==> config.mk <==
export PLATFORM = sky130hd
export DESIGN_NAME = uart_tx_fifo
export DESIGN_NICKNAME = d
export VERILOG_FILES = /design/src/rtl/uart_pkg.sv /design/src/rtl/uart_tx_fifo_ram.sv /design/src/rtl/uart_tx_fifo.sv
export SDC_FILE = /design/constraint.sdc
export NUM_CORES = 1
export LEC_CHECK = 0
export ABC_AREA = 1
export BUFFER_PORTS_ARGS = -buffer_cell sky130_fd_sc_hd__clkbuf_2
export CORE_UTILIZATION = 55
export DETAILED_ROUTE_END_ITERATION = 8
export HOLD_SLACK_MARGIN = 0.1
export PLACE_DENSITY = 0.72
export RECOVER_POWER = 25
export SYNTH_ARGS = -nofsm -noshare
export SYNTH_HDL_FRONTEND = slang
export SYNTH_HIERARCHICAL = 1
export SYNTH_SLANG_ARGS = --single-unit
export TNS_END_PERCENT = 1
==> constraint.sdc <==
create_clock -name clk -period 2.4 [get_ports clk]
set_input_delay 0.12 -clock clk [delete_from_list [all_inputs] [get_ports clk]]
set_output_delay 0.12 -clock clk [all_outputs]
set_load 0.02 [all_outputs]
==> src/rtl/uart_pkg.sv <==
// Shared UART constants: data width and default transmit FIFO geometry.
package uart_pkg;
  localparam int UART_DATA_W     = 8;
  localparam int UART_FIFO_DEPTH = 16;
  localparam int UART_FIFO_AW    = $clog2(UART_FIFO_DEPTH);
endpackage

==> src/rtl/uart_tx_fifo_ram.sv <==
// Transmit FIFO storage: synchronous write, registered read-first read port.
module uart_tx_fifo_ram
  import uart_pkg::*;
#(
  parameter int DEPTH = UART_FIFO_DEPTH,
  parameter int AW    = UART_FIFO_AW
) (
  input  logic                   clk,
  input  logic                   reset,
  input  logic                   wr_en,
  input  logic [AW-1:0]          wr_addr,
  input  logic [UART_DATA_W-1:0] wr_data,
  input  logic                   rd_en,
  input  logic [AW-1:0]          rd_addr,
  output logic [UART_DATA_W-1:0] rd_data
);

  logic [UART_DATA_W-1:0] mem [DEPTH];
  logic [UART_DATA_W-1:0] rd_data_q;

  always_ff @(posedge clk) begin
    if (wr_en) mem[wr_addr] <= wr_data;
  end

  // Read-first: a write to the head slot in the same cycle (full FIFO) returns the old byte.
  always_ff @(posedge clk) begin
    if (reset)      rd_data_q <= '0;
    else if (rd_en) rd_data_q <= mem[rd_addr];
  end

  assign rd_data = rd_data_q;

endmodule

==> src/rtl/uart_tx_fifo.sv <==
// UART transmit FIFO with active-low CPU/transmitter strobes and registered flags.
// Optional sticky overflow flag enabled by defining UART_TX_FIFO_OVERFLOW_EN.
module uart_tx_fifo
  import uart_pkg::*;
#(
  parameter int DEPTH = UART_FIFO_DEPTH,
  parameter int AW    = UART_FIFO_AW
) (
  input  logic                   clk,
  input  logic                   reset,
  input  logic                   fifo_write_n,
  input  logic [UART_DATA_W-1:0] data_in,
  input  logic                   fifo_read_n,
  output logic [UART_DATA_W-1:0] data_out,
  output logic                   fifo_empty,
  output logic                   fifo_full,
  output logic [AW:0]            fifo_count
`ifdef UART_TX_FIFO_OVERFLOW_EN
  ,
  output logic                   overflow,
  input  logic                   overflow_clr
`endif
);

  logic [AW-1:0] wr_ptr_q, wr_ptr_d;
  logic [AW-1:0] rd_ptr_q, rd_ptr_d;
  logic [AW:0]   count_q, count_d;
  logic          empty_q, empty_d;
  logic          full_q, full_d;
  logic          rd_accept, wr_accept;

  assign rd_accept = ~fifo_read_n & ~empty_q;
  assign wr_accept = ~fifo_write_n & (~full_q | rd_accept);

  always_comb begin
    wr_ptr_d = wr_ptr_q;
    rd_ptr_d = rd_ptr_q;
    count_d  = count_q;
    if (wr_accept) wr_ptr_d = wr_ptr_q + AW'(1);
    if (rd_accept) rd_ptr_d = rd_ptr_q + AW'(1);
    case ({wr_accept, rd_accept})
      2'b10:   count_d = count_q + (AW+1)'(1);
      2'b01:   count_d = count_q - (AW+1)'(1);
      default: count_d = count_q;
    endcase
    // Flags derive from the next count so they land in the same cycle as the count.
    empty_d = (count_d == '0);
    full_d  = (count_d == (AW+1)'(DEPTH));
  end

  always_ff @(posedge clk) begin
    if (reset) begin
      wr_ptr_q <= '0;
      rd_ptr_q <= '0;
      count_q  <= '0;
      empty_q  <= 1'b1;
      full_q   <= 1'b0;
    end else begin
      wr_ptr_q <= wr_ptr_d;
      rd_ptr_q <= rd_ptr_d;
      count_q  <= count_d;
      empty_q  <= empty_d;
      full_q   <= full_d;
    end
  end

`ifdef UART_TX_FIFO_OVERFLOW_EN
  logic overflow_q, overflow_d;

  always_comb begin
    overflow_d = overflow_q;
    if (overflow_clr) overflow_d = 1'b0;
    if (~fifo_write_n & ~wr_accept) overflow_d = 1'b1;
  end

  always_ff @(posedge clk) begin
    if (reset) overflow_q <= 1'b0;
    else       overflow_q <= overflow_d;
  end

  assign overflow = overflow_q;
`endif

  uart_tx_fifo_ram #(
    .DEPTH (DEPTH),
    .AW    (AW)
  ) u_ram (
    .clk     (clk),
    .reset   (reset),
    .wr_en   (wr_accept),
    .wr_addr (wr_ptr_q),
    .wr_data (data_in),
    .rd_en   (rd_accept),
    .rd_addr (rd_ptr_q),
    .rd_data (data_out)
  );

  assign fifo_empty = empty_q;
  assign fifo_full  = full_q;
  assign fifo_count = count_q;

endmodule

==> impl_metrics.py, run 1 <==
metrics = {
    "floorplan": {
        "initial_core_util": 0.5765,
        "die-area_sq_um": 12050,
        "rows": 38,
        "io_pins": 27,
        "coreArea_sq_um": 11080,
        "die_y_um": 109.8,
        "die_w_um": 109.8,
    },
    "clock_network": {
        "htreeDepth": 4,
        "tritoncts": "yes",
        "cts.path.max_buffers": 2,
        "clkLatencyLatePin_ns": 0.42,
        "cts.sinks": 151,
        "path_clk_slew_ns": 0.06,
        "cts_post_setup_buffers_inserted": 0,
        "clockRootBuffer": "clkbuf_16",
        "cts_inserted_buffers": 17,
    },
    "global_routing": {
        "grt_use_met1": 0.3336,
        "grt_remaining_overflow": 0,
        "top_usage_layer": "met2",
        "grt_max_degree": 69,
        "grtUsageMet2": 0.4142,
        "grt_pass1_wl_um": 21780,
        "grtUsageTotal": 0.2542,
        "antenna_found_initial": 0,
        "grt_pass1_vias": 4141,
        "grt_util_met3": 0.05631,
    },
    "synth": {
        "yosysSeqAreaShare": 0.6740,
        "yosysTopAreaCell": "edfxtp_1",
        "synth_edf_count": 128,
        "yosys_warnings": 6,
        "synth.net_count": 622,
        "synthCells": 605,
        "yosysMostFrequentCell": "nand2_1",
        "ys.flop_type": "edfxtp_1",
        "synth_cell_type_count": 26,
        "synth_top_area_frac": 0.6019,
        "syn_avg_cell_area_sq_um": 10.56,
        "ys_async_sr_fraction": 0,
        "yosys-top-cells-count": "nand2_1, edfxtp_1, nand3_1",
        "synth_area_sq_um": 6386,
        "ys_top_cells_by_area": "edfxtp_1, nand2_1, nand3_1",
        "ys_ff_latch": 151,
    },
    "routing": {
        "drt_wl_total_um": 13710,
        "dr.pass1.iters": 5,
        "vias": 4464,
        "vias_per_cell": 5.594,
        "drtIter0Drc": 437,
        "drtAntennaViolNets": 0,
        "drc": 0,
        "routedWlPerCell_um": 17.18,
    },
    "pwr": {
        "p_seq_frac": 0.466,
        "power.switching_mw": 1.839,
        "power.total_mw": 6.420,
        "power.switching_fraction": 0.2865,
        "clkPwrFrac": 0.375,
        "p_int_mw": 4.581,
        "p_per_area_nw_per_um2": 887.8,
        "p_leak_nw": 2.832,
        "ir_worst_vdd_mv": 0.5179,
        "p_comb_frac": 0.159,
    },
    "setup_path": {
        "cp_max_fo": 6,
        "startpoint_type": "input port",
        "critPathRequiredTime_ns": 2.74,
        "cp.arrival_ns": 2.51,
        "crit_path_top_delay_cell": "dlygate4sd3_1",
        "crit_path_end_kind": "flip-flop",
        "cp_cell_sequence": "dlygate4sd3_1 -> clkbuf_2 -> nor2_4 -> inv_2 -> a21oi_4 -> inv_2 -> ha_4 -> nand2_1 -> inv_1 -> nor2_2 -> ha_1 -> inv_1 -> nand2_1 -> nand2_1 -> nand3_1 -> nand2_1 -> nor2_1 -> nand3_1 -> o21bai_1",
        "cp_slowest_stage_delay_ns": 0.54,
        "crit_buf_inv": 6,
        "path_delay_family": "buffers and inverters",
        "worstSetupPathType": "in -> reg",
        "cpMostUsedCell": "nand2_1",
    },
    "layout": {
        "finalNonFillerCells": 798,
        "synthToLayoutAreaGrowth_pct": 13.22,
        "layout-drive-gt1-share": 0.1277,
        "fin_nets": 662,
        "diodes": 0,
    },
    "timing": {
        "fin_tns_setup_ns": 0,
        "fin_ws_ns": 0.2365,
        "tightest_slew_ns": 0.8316,
        "final.min_clock_period_ns": 2.164,
        "hold_viol_final": 0,
        "worst_hold_slack_ns": 0.1394,
        "setup_violations": 0,
        "finalCritPeriodShare": 0.9015,
        "max_slew_margin": 0.4456,
        "finClkSkew_ns": 0.009056,
        "maxSlewViolCount": 0,
        "max_freq_ghz": 0.4622,
        "rsz0062_at_grt": "no",
    },
    "outcome": {
        "status": "complete, no violations",
    },
    "worst_hold_path": {
        "hp-class": "in -> reg",
    },
    "place": {
        "hpwl_um": 8298,
        "dp_cells": 764,
        "gp_congestion": 0.8812,
        "portBuffers": 26,
        "post-place-ws_ns": 0.1474,
    },
    "run": {
        "drv_cap": 0,
    },
}
[routing by layer]
layer	part of all wire	vias up
met3	0.067	25
met1	0.41	2106
met2	0.50	195
li1	-	2138
met5	0	-
met4	0.020	0
[cell usage in the layout, fill, tap and decap left out, drive strengths merged]
master / instances
nor2: 51
clkinv: 9
a21oi: 7
ha: 5
o21a: 1
nand3: 115
nand3b: 2
o21ai: 8
o21bai: 1
inv: 38
edfxtp: 128
nand2: 197
nor3: 1
clkbuf: 43
buf: 21
dlygate4sd3: 2
xor2: 1
and3: 1
clkinvlp: 1
dfxtp: 23
nand4: 3
[metrics by stage]
stage,utilization,cell area (sq um)
2_1_floorplan,-,6386
3_5_place_dp,0.6004,6651
4_1_cts,0.6518,7221
6_report,0.6527,7231
5_1_grt,0.6527,7231
3_3_place_gp,0.6004,6651
[final timing paths]
path | from | to | depth (start not counted) | slack (ns)
worst max-delay path | fifo_read_n | fifo_empty$_SDFF_PP1_ | 19 | 0.24
worst min-delay path | fifo_write_n | wr_ptr_q[1]$_SDFFE_PP0P_ | 5 | 0.14
worst max register to register | fifo_empty$_SDFF_PP1_ | fifo_empty$_SDFF_PP1_ | 17 | 0.25
worst min register to register | fifo_count[3]$_SDFF_PP0_ | fifo_count[3]$_SDFF_PP0_ | 2 | 0.55
[worst min-delay path, cell delays in order]
cell      delay, ns
clkbuf_2       0.10
a21oi_4        0.04
inv_2          0.11
nor2_1         0.06
nor2_1         0.08
[area by class of cell]
cell class | count | area (sq um)
multi-input cells | 393 | 1762
fillers | 817 | 3847
repair buffers | 49 | 315.3
well taps | 140 | 175.2
clock buffers | 17 | 425.4
flip-flops and latches | 151 | 4305
inverters | 33 | 123.9
clock inverters | 15 | 123.9
[power by group through the flow]
stage	sequential, mW	combinational (mW)	clock (mW)
2_1_floorplan	3.10	0.661	0
3_3_place_gp	3.04	0.970	0
3_5_place_dp	3.04	0.994	0
4_1_cts	2.99	1.01	2.45
5_1_grt	3.00	1.14	2.57
6_report	2.99	1.02	2.41
[state kept, by name, summed over array words and instances (netlist names)]
| signal | cells |
|---|---|
| fifo_count | 5 |
| u_ram/rd_data | 8 |
| fifo_full | 1 |
| wr_ptr_q | 4 |
| u_ram/mem | 128 |
| fifo_empty | 1 |
| rd_ptr_q | 4 |
[cells by family (layout without fill, tap and decap cells)]
kind of cell,Yosys count,in the layout,share of synthesized area
AND/OR/NAND/NOR,370,370,0.2465
XOR/XNOR,1,1,0.001372
adder cells (fa/ha/maj),5,5,0.009796
flip-flops,151,151,0.6740
AO/OA/AOI/OAI,17,17,0.01587
buffers and inverters,61,114,0.05251
[what timing repair did]
item | 4_1_cts | 5_1_grt
hold endpoints to repair | 4 | 0
resized for setup | 0 | 5
hold buffers | 2 | 0
setup endpoints to repair | 0 | 3
No activity file was read; power rests on OpenSTA's default activity.
==> run 2: changes to the inputs <==
==> constraint.sdc (replaced) <==
create_clock -name clk -period 2.4 [get_ports clk]
set_input_delay 0.12 -clock clk [delete_from_list [all_inputs] [get_ports clk]]
set_output_delay 0.12 -clock clk [all_outputs]
set_load 0.1 [all_outputs]
==> impl_metrics.py, run 2 (synthesized netlist as in run 1, its figures left out) <==
metrics = {
    "setup_path": {
        "critPathRequiredTime_ns": 2.74,
        "r2r_cells": 17,
        "cp_cell_sequence": "dlygate4sd3_1 -> clkbuf_2 -> nor2_4 -> inv_2 -> a21oi_4 -> inv_2 -> ha_2 -> nand2_1 -> inv_1 -> nor2_2 -> ha_1 -> inv_1 -> nand2_1 -> nand2_1 -> nand3_1 -> nand2_1 -> nor2_1 -> nand3_1 -> o21bai_1",
        "cp_slowest_stage_delay_ns": 0.53,
        "cp.arrival_ns": 2.56,
        "crit_path_end_kind": "flip-flop",
        "crit_path_top_delay_cell": "dlygate4sd3_1",
        "worstSetupPathType": "in -> reg",
        "cp_max_fo": 6,
        "startpoint_type": "input port",
        "cpMostUsedCell": "nand2_1",
    },
    "clock_network": {
        "htreeDepth": 4,
        "clkLatencyLatePin_ns": 0.42,
        "cts.path.max_buffers": 2,
        "clockRootBuffer": "clkbuf_16",
        "tritoncts": "yes",
        "path_clk_slew_ns": 0.06,
        "cts.sinks": 151,
        "cts_inserted_buffers": 17,
        "cts_post_setup_buffers_inserted": 0,
    },
    "timing": {
        "maxSlewViolCount": 0,
        "hold_viol_final": 0,
        "finalCritPeriodShare": 0.9263,
        "fin_tns_setup_ns": 0,
        "final.min_clock_period_ns": 2.223,
        "max_freq_ghz": 0.4498,
        "tightest_slew_ns": 0.7919,
        "finClkSkew_ns": 0.006056,
        "max_slew_margin": 0.4721,
        "rsz0062_at_grt": "no",
        "setup_violations": 0,
    },
    "layout": {
        "final_common_cell": "nand2_1",
        "max_flop_register": "u_ram/mem",
        "fin_nets": 658,
        "largest_register_ffs": 128,
        "layout-drive-gt1-share": 0.1239,
        "diodes": 0,
        "finalNonFillerCells": 794,
        "layout_common_cells": "nand2_1, edfxtp_1, nand3_1",
        "synthToLayoutAreaGrowth_pct": 13.56,
    },
    "global_routing": {
        "grtUsageMet2": 0.4209,
        "grt_pass1_vias": 4132,
        "grt_util_met3": 0.05572,
        "top_usage_layer": "met2",
        "antenna_found_initial": 0,
        "grtUsageTotal": 0.2485,
        "grt_use_met1": 0.3103,
        "grt_pass1_wl_um": 21380,
        "grt_max_degree": 69,
        "grt_remaining_overflow": 0,
    },
    "routing": {
        "drt_wl_total_um": 13900,
        "drtAntennaViolNets": 0,
        "vias": 4479,
        "routedWlPerCell_um": 17.51,
        "dr.pass1.iters": 5,
        "vias_per_cell": 5.641,
        "drc": 0,
        "drtIter0Drc": 370,
    },
    "floorplan": {
        "coreArea_sq_um": 11080,
        "die-area_sq_um": 12050,
        "die_w_um": 109.8,
        "die_y_um": 109.8,
        "initial_core_util": 0.5765,
        "io_pins": 27,
        "rows": 38,
    },
    "place": {
        "gp_congestion": 0.8455,
        "hpwl_um": 8505,
        "dp_cells": 760,
        "portBuffers": 26,
    },
    "pwr": {
        "p_int_mw": 4.879,
        "p_leak_nw": 2.830,
        "power.switching_fraction": 0.3032,
        "p_seq_frac": 0.428,
        "ir_worst_vdd_mv": 0.6832,
        "clkPwrFrac": 0.386,
        "p_comb_frac": 0.186,
        "p_per_area_nw_per_um2": 965.6,
        "power.switching_mw": 2.123,
    },
    "worst_hold_path": {
        "whs_path_depth": 5,
        "hp-class": "in -> reg",
    },
    "outcome": {
        "status": "complete, no violations",
    },
    "run": {
        "drv_cap": 0,
    },
}
[run 2: layout make-up]
class,count,area [sq um]
well taps,140,175.2
clock inverters,14,175.2
repair buffers,45,286.5
clock buffers,18,429.2
flip-flops and latches,151,4310
fillers,843,3826
multi-input cells,393,1752
inverters,33,123.9
[run 2: repair_timing]
action	4_1_cts	5_1_grt
setup endpoints to repair	0	3
endpoints found under the hold margin	4	0
hold buffers	2	0
gates resized for setup	0	4
[run 2: path summary, 6_finish.rpt]
kind / startpoint / endpoint / slack [ns]
worst max-delay path: fifo_read_n / fifo_empty$_SDFF_PP1_ / 0.18
worst min-delay path: fifo_write_n / wr_ptr_q[1]$_SDFFE_PP0P_ / 0.12
worst min register to register: fifo_count[3]$_SDFF_PP0_ / fifo_count[3]$_SDFF_PP0_ / 0.54
worst max register to register: fifo_empty$_SDFF_PP1_ / fifo_empty$_SDFF_PP1_ / 0.21
[run 2: per-stage QoR]
step                      area, sq um  hold slack (ns)    util  power [mW]  setup slack (ns)
after CTS                        7251           0.1086  0.6545       7.027           0.09951
after global routing             7252           0.1672  0.6546       7.260           0.03549
after floorplan                  6391           0.2189       -       4.045           0.06996
after global placement           6626           0.4803  0.5981       4.300            0.2784
after detailed placement         6626           0.4989  0.5981       4.329            0.1862
final                            7252           0.1234  0.6546       7.003            0.1770
[run 2: metal layers]
| metal | routed length, um | up-vias |
|---|---|---|
| met5 | 0 | - |
| met4 | 304 | 0 |
| met3 | 923 | 26 |
| met2 | 7132 | 198 |
| met1 | 5544 | 2115 |
| li1 | - | 2140 |
[run 2: power groups by stage]
stage	sequential (mW)	clock (mW)	combinational [mW]
final	2.99	2.70	1.30
after global routing	3.00	2.85	1.41
after CTS	2.99	2.74	1.29
after detailed placement	3.05	0	1.28
after global placement	3.04	0	1.26
after floorplan	3.38	0	0.661
[run 2: critical path, delay by kind of cell]
family	cells	cell delay [ns]
AOI/OAI and AO/OA	2	0.28
and+or+nand+nor	9	0.86
buffers and inverters	6	0.91
adders and majority gates	2	0.38
==> run 3: changes to the inputs <==
==> constraint.sdc (replaced) <==
create_clock -name clk -period 2.2 [get_ports clk]
set_input_delay 0.11 -clock clk [delete_from_list [all_inputs] [get_ports clk]]
set_output_delay 0.11 -clock clk [all_outputs]
set_load 0.1 [all_outputs]
==> impl_metrics.py, run 3 (synthesized netlist as in run 1, its figures left out) <==
metrics = {
    "outcome": {
        "status": "complete, no violations",
    },
    "clock_network": {
        "clkLatencyLatePin_ns": 0.42,
        "path_clk_slew_ns": 0.06,
        "cts.sinks": 151,
        "htreeDepth": 4,
        "tritoncts": "yes",
        "clockRootBuffer": "clkbuf_16",
        "cts_inserted_buffers": 17,
        "cts.path.max_buffers": 2,
    },
    "layout": {
        "diodes": 0,
        "layout-drive-gt1-share": 0.1532,
        "final_common_cell": "nand2_1",
        "nFillCells": 811,
        "fin_nets": 670,
        "finalNonFillerCells": 806,
        "max_flop_register": "u_ram/mem",
        "layout_common_cells": "nand2_1, edfxtp_1, nand3_1",
        "synthToLayoutAreaGrowth_pct": 15.77,
        "largest_register_ffs": 128,
    },
    "routing": {
        "drtAntennaViolNets": 0,
        "routedWlPerCell_um": 17.42,
        "drtIter0Drc": 314,
        "dr.pass1.iters": 4,
        "drt_wl_total_um": 14040,
        "vias": 4507,
        "vias_per_cell": 5.592,
        "drc": 0,
    },
    "setup_path": {
        "worstReg2RegEnd": "fifo_full$_SDFF_PP0_",
        "cp.arrival_ns": 2.38,
        "crit_path_end_kind": "flip-flop",
        "cp_max_fo": 5,
        "r2r_start": "fifo_empty$_SDFF_PP1_",
        "critPathRequiredTime_ns": 2.51,
        "r2r_cells": 18,
        "r2r_setup_slack_ns": 0.13,
        "worstSetupPathType": "reg -> reg",
        "startpoint_type": "flip-flop",
    },
    "pwr": {
        "power.switching_mw": 2.294,
        "p_leak_nw": 2.903,
        "ir_worst_vdd_mv": 0.8569,
        "power.total_mw": 7.633,
        "p_comb_frac": 0.193,
        "p_per_area_nw_per_um2": 1032,
        "clkPwrFrac": 0.378,
        "power.switching_fraction": 0.3006,
        "p_int_mw": 5.339,
        "p_seq_frac": 0.429,
    },
    "global_routing": {
        "grt_use_met1": 0.3079,
        "grt_pass1_wl_um": 21640,
        "top_usage_layer": "met2",
        "grt_util_met3": 0.07587,
        "grt_max_degree": 52,
        "grt_remaining_overflow": 0,
        "grt_pass1_vias": 4310,
        "grtUsageTotal": 0.2537,
        "antenna_found_initial": 0,
        "grtUsageMet2": 0.4111,
    },
    "floorplan": {
        "io_pins": 27,
        "rows": 38,
        "initial_core_util": 0.5765,
        "die_w_um": 109.8,
        "die_y_um": 109.8,
        "coreArea_sq_um": 11080,
        "die-area_sq_um": 12050,
    },
    "place": {
        "dp_cells": 766,
        "gp_congestion": 0.8524,
        "portBuffers": 26,
        "hpwl_um": 8509,
    },
    "worst_hold_path": {
        "whs_path_depth": 5,
        "hold_end": "wr_ptr_q[2]$_SDFFE_PP0P_",
        "hp-class": "in -> reg",
        "holdCritStartpoint": "fifo_write_n",
    },
    "timing": {
        "finClkSkew_ns": 0.008600,
        "final.min_clock_period_ns": 2.075,
        "hold_viol_final": 0,
        "max_slew_margin": 0.4791,
        "setup_violations": 0,
        "finalCritPeriodShare": 0.9430,
        "tightest_slew_ns": 0.7813,
        "maxSlewViolCount": 0,
        "max_freq_ghz": 0.4820,
        "fin_tns_setup_ns": 0,
    },
    "run": {
        "drv_cap": 0,
    },
}
-- run 3: changes by cell type in the layout (fill, tap and decap cells not counted), sizes merged --
cell | previous run | this run
buf | 17 | 29
clkinv | 6 | 8
inv | 36 | 34
-- run 3: power groups by stage --
stage          Combinational, mW  Sequential, mW  Clock (mW)
6_report                    1.48            3.27        2.88
5_1_grt                     1.61            3.28        3.03
4_1_cts                     1.41            3.27        2.92
3_5_place_dp                1.40            3.33           0
3_3_place_gp                1.37            3.32           0
2_1_floorplan              0.741            3.69           0
-- run 3: what timing repair did --
action                                  CTS  global route
buffers inserted                          0             6
endpoints found under the setup margin    0             3
hold endpoints to repair                  4             0
hold buffers                              2             0
resized for setup                         0            13
-- run 3: worst max-delay path, stage by stage (launching register included) --
cell,delay (ns)
dfxtp_4,0.35
nor2_4,0.12
inv_2,0.06
a21oi_4,0.15
inv_4,0.07
ha_4,0.19
nand2_4,0.06
inv_2,0.05
nor2_4,0.10
ha_4,0.13
inv_1,0.04
nand2_2,0.10
nand3_1,0.08
nand2_1,0.11
nand3_1,0.10
nand2_1,0.07
nand2_1,0.06
nand2_1,0.08
nor2_1,0.04
-- run 3: layer usage --
layer,vias to the layer above,part of all wire
met2,159,0.51
met1,2176,0.41
met5,-,0
met3,24,0.060
li1,2148,-
met4,0,0.020
-- run 3: how the worst max path moves through the flow --
stage,endpoint,slack (ns),from,depth (start not counted)
6_report,fifo_full$_SDFF_PP0_,0.13,fifo_empty$_SDFF_PP1_,18
5_1_grt,fifo_full$_SDFF_PP0_,-0.02,fifo_empty$_SDFF_PP1_,18
4_1_cts,fifo_empty$_SDFF_PP1_,0.08,fifo_read_n,19
3_5_place_dp,fifo_empty$_SDFF_PP1_,0.12,fifo_empty$_SDFF_PP1_,17
3_3_place_gp,fifo_empty$_SDFF_PP1_,0.21,fifo_empty$_SDFF_PP1_,14
2_1_floorplan,fifo_full$_SDFF_PP0_,-0.09,fifo_empty$_SDFF_PP1_,18
-- run 3: area by class of cell --
class | instances | area, sq um | area share
flip-flops and latches | 151 | 4310 | 0.5830
multi-input cells | 393 | 1818 | 0.2459
clock buffers | 18 | 429.2 | 0.05805
repair buffers | 57 | 376.6 | 0.05094
well taps | 140 | 175.2 | 0.02369
clock inverters | 14 | 157.7 | 0.02132
inverters | 33 | 126.4 | 0.01709
-- run 3: per-stage QoR --
stage | utilization | area [sq um] | setup WS, ns | hold WS (ns)
global placement | 0.6046 | 6698 | 0.2112 | 0.4741
detailed placement | 0.6046 | 6698 | 0.1153 | 0.4978
global route | 0.6674 | 7393 | -0.01633 | 0.1385
floorplan | - | 6417 | -0.09123 | 0.2089
finish | 0.6674 | 7393 | 0.1253 | 0.1376
CTS | 0.6594 | 7305 | 0.08448 | 0.1200
